File: config.mk
export PLATFORM = sky130hd
export DESIGN_NAME = fifo_drain_ctrl_flat
export DESIGN_NICKNAME = d
export VERILOG_FILES = /design/src/rtl/fifo_pkg.sv /design/src/rtl/fifo_drain_ctrl_if.sv /design/src/rtl/fifo_skid_buf.sv /design/src/rtl/fifo_drain_ctrl.sv /design/src/flat_wrapper.sv
export SDC_FILE = /design/constraint.sdc
export NUM_CORES = 1
export LEC_CHECK = 0
export ABC_AREA = 1
export CORE_ASPECT_RATIO = 2
export CORE_MARGIN = 2
export CORE_UTILIZATION = 54
export DETAILED_ROUTE_END_ITERATION = 7
export GPL_TIMING_DRIVEN = 0
export PLACE_DENSITY_LB_ADDON = 0.15
export SYNTH_ARGS = -nofsm -noshare
export SYNTH_HDL_FRONTEND = slang
export SYNTH_SLANG_ARGS = --single-unit
File: constraint.sdc
create_clock -name clk -period 8.29 [get_ports clk]
set_input_delay 2.0725 -clock clk [delete_from_list [all_inputs] [get_ports clk]]
set_output_delay 2.0725 -clock clk [all_outputs]
set_load 0.01 [all_outputs]
File: src/rtl/fifo_pkg.sv
// Shared definitions for the FIFO drain controller: default sizes and FSM state encoding.
package fifo_pkg;

  localparam int unsigned DefaultFifoWidth = 16;
  localparam int unsigned DefaultFifoDepth = 8;

  typedef enum logic [1:0] {
    IDLE,
    RUN,
    DRAIN
  } drain_state_e;

endpackage

File: src/rtl/fifo_drain_ctrl_if.sv
// Bundles the FIFO-side, stream-side and status signals of the drain controller.
interface fifo_drain_ctrl_if #(
  parameter int unsigned FIFO_WIDTH = fifo_pkg::DefaultFifoWidth
);

  logic                  enable;
  logic                  fifo_empty;
  logic                  fifo_underflow;
  logic [FIFO_WIDTH-1:0] fifo_data_out;
  logic                  fifo_rd_en;
  logic                  m_valid;
  logic                  m_ready;
  logic [FIFO_WIDTH-1:0] m_data;
  logic                  busy;
  logic [15:0]           pop_count;
  logic                  err_underflow;

  modport master (
    input  enable, fifo_empty, fifo_underflow, fifo_data_out, m_ready,
    output fifo_rd_en, m_valid, m_data, busy, pop_count, err_underflow
  );

  modport slave (
    output enable, fifo_empty, fifo_underflow, fifo_data_out, m_ready,
    input  fifo_rd_en, m_valid, m_data, busy, pop_count, err_underflow
  );

endinterface

File: src/rtl/fifo_skid_buf.sv
// Two-entry in-order skid buffer; head entry drives the registered output.
module fifo_skid_buf #(
  parameter int unsigned Width = 16
) (
  input  logic             clk,
  input  logic             rst_n,
  input  logic             wr_en_i,
  input  logic [Width-1:0] wr_data_i,
  input  logic             rd_en_i,
  output logic             valid_o,
  output logic [Width-1:0] data_o,
  output logic [1:0]       occupancy_o
);

  logic [Width-1:0] mem_q [2];
  logic [Width-1:0] mem_d [2];
  logic             rd_ptr_q, rd_ptr_d;
  logic             wr_ptr_q, wr_ptr_d;
  logic [1:0]       cnt_q, cnt_d;
  logic             push, pop;

  assign pop  = rd_en_i && (cnt_q != 2'd0);
  // A write into a full buffer is only legal when the head leaves in the same cycle.
  assign push = wr_en_i && ((cnt_q != 2'd2) || pop);

  always_comb begin
    mem_d    = mem_q;
    wr_ptr_d = wr_ptr_q ^ push;
    rd_ptr_d = rd_ptr_q ^ pop;
    cnt_d    = cnt_q;
    if (push) mem_d[wr_ptr_q] = wr_data_i;
    unique case ({push, pop})
      2'b10:   cnt_d = cnt_q + 2'd1;
      2'b01:   cnt_d = cnt_q - 2'd1;
      default: cnt_d = cnt_q;
    endcase
  end

  always_ff @(posedge clk) begin
    if (!rst_n) begin
      mem_q[0] <= '0;
      mem_q[1] <= '0;
      rd_ptr_q <= 1'b0;
      wr_ptr_q <= 1'b0;
      cnt_q    <= 2'd0;
    end else begin
      mem_q    <= mem_d;
      rd_ptr_q <= rd_ptr_d;
      wr_ptr_q <= wr_ptr_d;
      cnt_q    <= cnt_d;
    end
  end

  assign valid_o     = (cnt_q != 2'd0);
  assign data_o      = mem_q[rd_ptr_q];
  assign occupancy_o = cnt_q;

endmodule

File: src/rtl/fifo_drain_ctrl.sv
// Pops words from an upstream FIFO into a skid buffer feeding a valid/ready stream,
// draining buffered and in-flight words when enable drops.
module fifo_drain_ctrl
  import fifo_pkg::*;
#(
  parameter int unsigned FIFO_WIDTH = DefaultFifoWidth,
  parameter int unsigned SKID_DEPTH = 2
) (
  input logic                clk,
  input logic                rst_n,
  fifo_drain_ctrl_if.master  bus
);

  drain_state_e state_q, state_d;
  logic         inflight_q;
  logic [15:0]  pop_count_q;
  logic         err_q;
  logic [1:0]   occ;
  logic         hs;
  logic [2:0]   load;
  logic         rd_en;

  assign hs = bus.m_valid && bus.m_ready;
  // Slots that will be taken next cycle if nothing new is issued.
  assign load = {1'b0, occ} + {2'b0, inflight_q} - {2'b0, hs};

  fifo_skid_buf #(
    .Width (FIFO_WIDTH)
  ) u_skid (
    .clk         (clk),
    .rst_n       (rst_n),
    .wr_en_i     (inflight_q),
    .wr_data_i   (bus.fifo_data_out),
    .rd_en_i     (bus.m_ready),
    .valid_o     (bus.m_valid),
    .data_o      (bus.m_data),
    .occupancy_o (occ)
  );

  always_ff @(posedge clk) begin
    if (!rst_n) state_q <= IDLE;
    else        state_q <= state_d;
  end

  always_comb begin
    state_d = state_q;
    unique case (state_q)
      IDLE:  if (bus.enable) state_d = RUN;
      RUN:   if (!bus.enable) state_d = DRAIN;
      DRAIN: begin
        if (bus.enable)                          state_d = RUN;
        else if (!inflight_q && (occ == 2'd0))   state_d = IDLE;
      end
      default: state_d = IDLE;
    endcase
  end

  always_comb begin
    rd_en    = rst_n && (state_q == RUN) && !bus.fifo_empty && (load < 3'(SKID_DEPTH));
    bus.busy = (state_q != IDLE);
  end

  assign bus.fifo_rd_en = rd_en;

  always_ff @(posedge clk) begin
    if (!rst_n) begin
      inflight_q  <= 1'b0;
      pop_count_q <= 16'd0;
      err_q       <= 1'b0;
    end else begin
      inflight_q <= rd_en;
      if (inflight_q)         pop_count_q <= pop_count_q + 16'd1;
      if (bus.fifo_underflow) err_q       <= 1'b1;
    end
  end

  assign bus.pop_count     = pop_count_q;
  assign bus.err_underflow = err_q;

endmodule

File: src/flat_wrapper.sv
// flat-port wrapper written by rule: the top's interface ports become plain ports
module fifo_drain_ctrl_flat import fifo_pkg::*;
#(
  parameter int unsigned FIFO_WIDTH = DefaultFifoWidth,
  parameter int unsigned SKID_DEPTH = 2
)
  (clk, rst_n, bus_enable, bus_fifo_empty, bus_fifo_underflow, bus_fifo_data_out, bus_m_ready, bus_fifo_rd_en, bus_m_valid, bus_m_data, bus_busy, bus_pop_count, bus_err_underflow);
  fifo_drain_ctrl_if #(.FIFO_WIDTH(FIFO_WIDTH)) bus_i ();
  input logic clk;
  input logic rst_n;
  input wire logic [$bits(bus_i.enable)-1:0] bus_enable;
  input wire logic [$bits(bus_i.fifo_empty)-1:0] bus_fifo_empty;
  input wire logic [$bits(bus_i.fifo_underflow)-1:0] bus_fifo_underflow;
  input wire logic [$bits(bus_i.fifo_data_out)-1:0] bus_fifo_data_out;
  input wire logic [$bits(bus_i.m_ready)-1:0] bus_m_ready;
  output wire logic [$bits(bus_i.fifo_rd_en)-1:0] bus_fifo_rd_en;
  output wire logic [$bits(bus_i.m_valid)-1:0] bus_m_valid;
  output wire logic [$bits(bus_i.m_data)-1:0] bus_m_data;
  output wire logic [$bits(bus_i.busy)-1:0] bus_busy;
  output wire logic [$bits(bus_i.pop_count)-1:0] bus_pop_count;
  output wire logic [$bits(bus_i.err_underflow)-1:0] bus_err_underflow;
  assign bus_i.enable = bus_enable;
  assign bus_i.fifo_empty = bus_fifo_empty;
  assign bus_i.fifo_underflow = bus_fifo_underflow;
  assign bus_i.fifo_data_out = bus_fifo_data_out;
  assign bus_i.m_ready = bus_m_ready;
  assign bus_fifo_rd_en = bus_i.fifo_rd_en;
  assign bus_m_valid = bus_i.m_valid;
  assign bus_m_data = bus_i.m_data;
  assign bus_busy = bus_i.busy;
  assign bus_pop_count = bus_i.pop_count;
  assign bus_err_underflow = bus_i.err_underflow;
  fifo_drain_ctrl #(.FIFO_WIDTH(FIFO_WIDTH), .SKID_DEPTH(SKID_DEPTH)) u_core (.clk(clk), .rst_n(rst_n), .bus(bus_i));
endmodule
==> impl_metrics.tcl, run 1 <==
set metrics [dict create \
    h-tree-depth 2 \
    synth_top_area_share_pct 43.7 \
    rows 35 \
    critPathRequiredTime_ps 6220 \
    globalplace.congestion 0.798 \
    gr-usage-all-layers_pct 25.7 \
    syn2layout_area_growth_pct 28.5 \
    nFillCells 402 \
    total_via_count_after_detailed_routing 2474 \
    post_cts.repair.setup_buffers 0 \
    clock_tree.buffer_depth 2 \
    detail_route.drc_violations 0 \
    area_of_all_sequential_standard_cells_um2 1120 \
    synth_cell_type_count 27 \
    yosys_most_used_dff "dfxtp_1" \
    final_critical_delay_including_setup_and_external_delays_ps 6960 \
    tritoncts.num_buffers 5 \
    width_of_the_chip_um 52.7 \
    antenna_violations_before_repair 0 \
    cts_hold_repair_buffers 0 \
    drt.antenna.violating_nets 0 \
    clock-root-buffer "clkbuf_8" \
    outcome "completed" \
    achievable_freq_mhz 144 \
    initial_drt_markers 60 \
    syn_area_um2 2560 \
    core_area_um2 4600 \
    grt_setup_unrepaired "no" \
    setup-violations-final 0 \
    vias_in_the_first_global_route 2479 \
    max_cap_viol_count 0 \
    path_class "input pin to primary output" \
    final-hold-violation-count 0 \
    fin_worst_skew_ps 13.2 \
    finish.cell_count_without_fillers 486 \
    worst_pin_slew_ps 489 \
    finalMaxSlewViolations 0 \
    ys_warn_count 0 \
    ys_async_sr_fraction_pct 0 \
    start_util_pct 55.8 \
    postSynthRegisterBits 56 \
    final_design_area_no_fill_um2 3290 \
    timing.slew.headroom_pct 67.4 \
    avgSynthCellArea_um2 6.99 \
    die_height_um 101 \
    synth_enable_flop_cells 0 \
    synth-seq-area-share_pct 43.7 \
    design.portCount 58 \
    cts.clk_slew.worst_paths_ps 90 \
    yosys.cell_count.top_type "nor2_1" \
    pre_cts_ws_ps 1280 \
    via_per_inst 5.09 \
    total_leakage_power_nw 1.42 \
    final_critical_path_setup_slack_ps 1330 \
    clk_latency_ps 310 \
    die_area_um2 5350 \
    crit_path_max_fanout 4 \
    timing.final.crit_share_pct 84.0 \
    post_cts.resized_instances 0 \
    critical_path.endpoint_type "primary output" \
    placed_cells_incl_taps 478 \
    synth_top_area_cell "dfxtp_1" \
    insertedDiodeCount 0 \
    placement.io_buffers 56 \
    grt_first_pass_wirelength_um 10500 \
    top_area_cells_in_the_synthesized_netlist "dfxtp_1 44%, nor2_1 15%, nand2_1 11%" \
    layout-drive-gt1-share_pct 6.96 \
    totalNegativeSetupSlack_ps 0 \
    overflow_left_after_global_routing 0 \
    grt_start_max_net_pins 19 \
    clock_tree_from_tritoncts "yes" \
    detailedRoute.firstPassIterationCount 4 \
    hp-class "flip-flop to flip-flop" \
    finish.net_count 458 \
    netlist_instances 367 \
    timing.critical_path.from_type "input pin" \
    placedInstanceArea_um2 3190 \
    post_drt_wl_per_cell_um 12.7 \
    cellPowerDensity_nw_per_um2 153 \
    clock_sink_count 56 \
    power.ir.vdd_worst_v 0.000166 \
    synthTopCellsByCount "100 x nor2_1, 78 x nand2_1, 56 x dfxtp_1, 30 x o21ai_0, 27 x inv_1" \
    multi_input_comb_area_um2 1270 \
    postRouteWirelength_um 6190 \
    design_power_total_uw 505 \
    post-dp-hpwl_um 4750 \
    synth.net_count 395 \
    cp.arrival_ps 4890 \
]
[state kept, by name, summed over array words and instances, names as in the netlist]
name and count:
u_core.bus.err_underflow 1, u_core.bus.pop_count 16, u_core.inflight_q 1, u_core.state_q 2, u_core.u_skid.mem_q 32, u_core.u_skid.occupancy_o 2
u_core.u_skid.rd_ptr_q 1, u_core.u_skid.wr_ptr_q 1
[critical path: stages]
cell             delay, ps
clkdlybuf4s50_1        480
inv_1                   50
nor2_1                 270
ha_1                   280
or2_2                  300
fa_1                   480
nand2_1                 60
nor4_1                 300
clkdlybuf4s50_1        590
[cells in the final DEF (no fill, tap or decap)]
master,instances
xor2_1,1
a21oi_1,8
clkdlybuf4s50_1,56
nor4_1,2
buf_2,6
ha_1,5
clkbuf_8,6
nand3_2,4
dfxtp_1,56
nand4_2,1
nand2_4,1
nand4_1,4
nor2_4,2
inv_6,2
inv_1,27
nand2_1,78
nor2_1,100
xnor2_1,1
o21ai_1,9
clkbuf_1,7
or2_2,2
fa_1,1
nor2_2,1
nor3b_2,1
nor3_2,3
nand3_1,6
o21ai_0,30
nand3b_1,2
buf_6,1
nor3_1,8
[layout make-up]
class / count / share of cell area [%]
Multi-Input combinational cell: 270 / 38.7
Clock buffer: 6 / 2.51
Timing Repair Buffer: 56 / 17.0
Clock inverter: 2 / 0.532
Tap cell: 55 / 2.09
Buffer: 14 / 2.05
Inverter: 27 / 3.08
Sequential cell: 56 / 34.0
[final timing paths]
| check | start | end | slack (ps) | depth (start not counted) |
|---|---|---|---|---|
| setup / recovery | bus_m_ready | bus_fifo_rd_en | 1330 | 9 |
| hold / removal | u_core.bus.err_underflow$_SDFFE_PN0P_ | u_core.bus.err_underflow$_SDFFE_PN0P_ | 480 | 2 |
| setup reg to reg | u_core.u_skid.occupancy_o[0]$_SDFFE_PN0P_ | u_core.inflight_q$_SDFF_PN0_ | 6040 | 7 |
| hold reg to reg | u_core.bus.err_underflow$_SDFFE_PN0P_ | u_core.bus.err_underflow$_SDFFE_PN0P_ | 480 | 2 |
[per-stage QoR]
step                hold slack (ps)  util, %
finish                          483     71.6
global route                    541     71.6
CTS                             489     71.6
detailed placement              465     69.4
global placement                453     69.4
floorplan                       453        -
[per-layer routing]
metal	share of wire, %	up-vias	track usage [%]
met5	0	-	0
met4	2.1	0	12.6
met3	2.8	10	3.69
met2	57	53	48.0
met1	38	1129	26.4
li1	-	1282	-
[where the power goes]
group	switching (mW)	leakage, nW	internal, mW
Combinational	0.0314	0.915	0.0288
Sequential	0.00466	0.453	0.276
Clock	0.0937	0.0522	0.0702
[kinds of logic after synthesis]
family | Yosys count | share of synthesized area, %
and+or+nand+nor | 215 | 36.6
DFF | 56 | 43.7
AOI/OAI and AO/OA | 47 | 9.17
buffers and inverters | 41 | 6.59
adders and majority gates | 6 | 3.22
xor gates and xnor gates | 2 | 0.683
(Power assumes the default switching activity.)
==> run 2, diff against run 1 <==
--- a/config.mk
+++ b/config.mk
@@ -8,7 +8,7 @@
 export ABC_AREA = 1
 export CORE_ASPECT_RATIO = 2
 export CORE_MARGIN = 2
-export CORE_UTILIZATION = 54
+export CORE_UTILIZATION = 50
 export DETAILED_ROUTE_END_ITERATION = 7
 export GPL_TIMING_DRIVEN = 0
 export PLACE_DENSITY_LB_ADDON = 0.15
==> constraint.sdc (replaced) <==
create_clock -name clk -period 7.1 [get_ports clk]
set_input_delay 1.775 -clock clk [delete_from_list [all_inputs] [get_ports clk]]
set_output_delay 1.775 -clock clk [all_outputs]
set_load 0.01 [all_outputs]
==> impl_metrics.tcl, run 2 (synthesis gave the netlist of run 1 again) <==
set metrics [dict create \
    finalMaxSlewViolations 0 \
    die_height_um 105 \
    insertedDiodeCount 0 \
    outcome "completed" \
    width_of_the_chip_um 54.6 \
    finish.cell_count_without_fillers 488 \
    critical_path.endpoint_type "primary output" \
    grt_start_max_net_pins 18 \
    largest-register "u_core.u_skid.mem_q" \
    globalplace.congestion 0.798 \
    placed_cells_incl_taps 480 \
    detailedRoute.firstPassIterationCount 5 \
    via_per_inst 5.15 \
    clock-root-buffer "clkbuf_8" \
    fin_worst_skew_ps 10.7 \
    post_cts.repair.setup_buffers 0 \
    critPathRequiredTime_ps 5330 \
    largest_register_ffs 32 \
    grt_setup_unrepaired "no" \
    design.portCount 58 \
    drt.antenna.violating_nets 0 \
    final_critical_delay_including_setup_and_external_delays_ps 6320 \
    design_power_total_uw 583 \
    layout.cells.most_common "nor2_1" \
    crit_path_max_fanout 4 \
    cts_hold_repair_buffers 0 \
    total_via_count_after_detailed_routing 2515 \
    final-hold-violation-count 0 \
    clock_sink_count 56 \
    start_util_pct 52.2 \
    setup-violations-final 0 \
    crit_end "bus_fifo_rd_en" \
    post_cts.resized_instances 0 \
    tritoncts.num_buffers 5 \
    hp-class "flip-flop to flip-flop" \
    post_drt_wl_per_cell_um 12.7 \
    worst_pin_slew_ps 521 \
    power.ir.vdd_worst_v 0.000262 \
    ff2ff_path_depth 7 \
    detail_route.drc_violations 0 \
    rr_startpoint "u_core.u_skid.occupancy_o[0]$_SDFFE_PN0P_" \
    timing.slew.headroom_pct 65.3 \
    cp.arrival_ps 4540 \
    die_area_um2 5750 \
    initial_drt_markers 55 \
    achievable_freq_mhz 158 \
    rr_endpoint "u_core.inflight_q$_SDFF_PN0_" \
    totalNegativeSetupSlack_ps 0 \
    max_cap_viol_count 0 \
    path_class "input pin to primary output" \
    cts.clk_slew.worst_paths_ps 90 \
    rows 36 \
    h-tree-depth 2 \
    timing.final.crit_share_pct 89.0 \
    post-route-util_pct 67.0 \
    finish.net_count 458 \
    hold_path.startpoint "u_core.bus.err_underflow$_SDFFE_PN0P_" \
    timing.reg2reg.setup_slack_ps 4900 \
    layout-drive-gt1-share_pct 6.96 \
    overflow_left_after_global_routing 0 \
    post-dp-hpwl_um 4700 \
    cellPowerDensity_nw_per_um2 177 \
    clk_latency_ps 310 \
    clock_tree.buffer_depth 2 \
    final_cell_mix "100 x nor2_1, 78 x nand2_1, 56 x clkdlybuf4s50_1, 56 x dfxtp_1, 30 x o21ai_0" \
    nFillCells 453 \
    antenna_violations_before_repair 0 \
    total_leakage_power_nw 1.42 \
    placement.io_buffers 56 \
    timing.critical_path.from_type "input pin" \
    postRouteWirelength_um 6190 \
    clock_tree_from_tritoncts "yes" \
    syn2layout_area_growth_pct 28.4 \
    core_area_um2 4910 \
    vias_in_the_first_global_route 2364 \
    grt_first_pass_wirelength_um 10300 \
    timing.critical_path.from "bus_m_ready" \
    gr-usage-all-layers_pct 23.9 \
]
## run 2: changes by cell type in the layout (fill, tap and decap cells not counted), sizes merged
| cell | change |
|---|---|
| inv | -1 |
| clkinv | +1 |
## run 2: worst min-delay path by stage
| stage | to | slack [ps] | cells after the start |
|---|---|---|---|
| floorplan | u_core.u_skid.mem_q[15]$_SDFFE_PN0P_ | 450 | 2 |
| global placement | u_core.bus.err_underflow$_SDFFE_PN0P_ | 450 | 2 |
| detailed placement | u_core.bus.err_underflow$_SDFFE_PN0P_ | 460 | 2 |
| CTS | u_core.bus.err_underflow$_SDFFE_PN0P_ | 480 | 2 |
| global route | u_core.u_skid.mem_q[20]$_SDFFE_PN0P_ | 530 | 2 |
| finish | u_core.bus.err_underflow$_SDFFE_PN0P_ | 470 | 2 |
## run 2: critical path: stages
cell	delay [ps]
clkdlybuf4s50_1	500
inv_1	50
nor2_1	230
ha_1	270
or2_2	300
fa_1	480
nand2_1	60
nor4_1	280
clkdlybuf4s50_1	580
## run 2: layout make-up
| type | count | area (um2) | share of cell area, % |
|---|---|---|---|
| repair buffers | 56 | 561 | 17.0 |
| flip-flops and latches | 56 | 1120 | 34.1 |
| clock inverters | 2 | 13.8 | 0.418 |
| plain buffers | 14 | 67.6 | 2.05 |
| multi-input cells | 270 | 1270 | 38.7 |
| inverters | 27 | 101 | 3.08 |
| well taps | 57 | 71.3 | 2.17 |
| clock buffers | 6 | 82.6 | 2.51 |
## run 2: through the flow
step / setup slack (ps) / hold WS (ps) / cell area, um2
floorplan: 1820 / 453 / 2560
global placement: 788 / 451 / 3200
detailed placement: 753 / 455 / 3200
CTS: 750 / 477 / 3290
global route: 584 / 529 / 3290
finish: 783 / 473 / 3290
## run 2: per-layer routing
| layer | share of wire, % | vias up | global-route usage, % | wire length, um |
|---|---|---|---|---|
| met3 | 4.2 | 15 | 4.11 | 261 |
| met2 | 55 | 67 | 41.4 | 3410 |
| met4 | 3.2 | 0 | 13.4 | 197 |
| li1 | - | 1290 | - | - |
| met5 | 0 | - | 0 | 0 |
| met1 | 38 | 1143 | 25.3 | 2330 |
## run 2: report_power, final
group / switching [mW] / internal (mW)
Sequential: 0.00529 / 0.322
Clock: 0.105 / 0.0801
Combinational: 0.0368 / 0.0336
==> run 3, diff against run 2 <==
--- a/config.mk
+++ b/config.mk
@@ -12,6 +12,7 @@
 export DETAILED_ROUTE_END_ITERATION = 7
 export GPL_TIMING_DRIVEN = 0
 export PLACE_DENSITY_LB_ADDON = 0.15
+export SKIP_CTS_REPAIR_TIMING = 1
 export SYNTH_ARGS = -nofsm -noshare
 export SYNTH_HDL_FRONTEND = slang
 export SYNTH_SLANG_ARGS = --single-unit
==> results of run 3 <==
Final layout, timing and power as in run 2 (identical DEF).
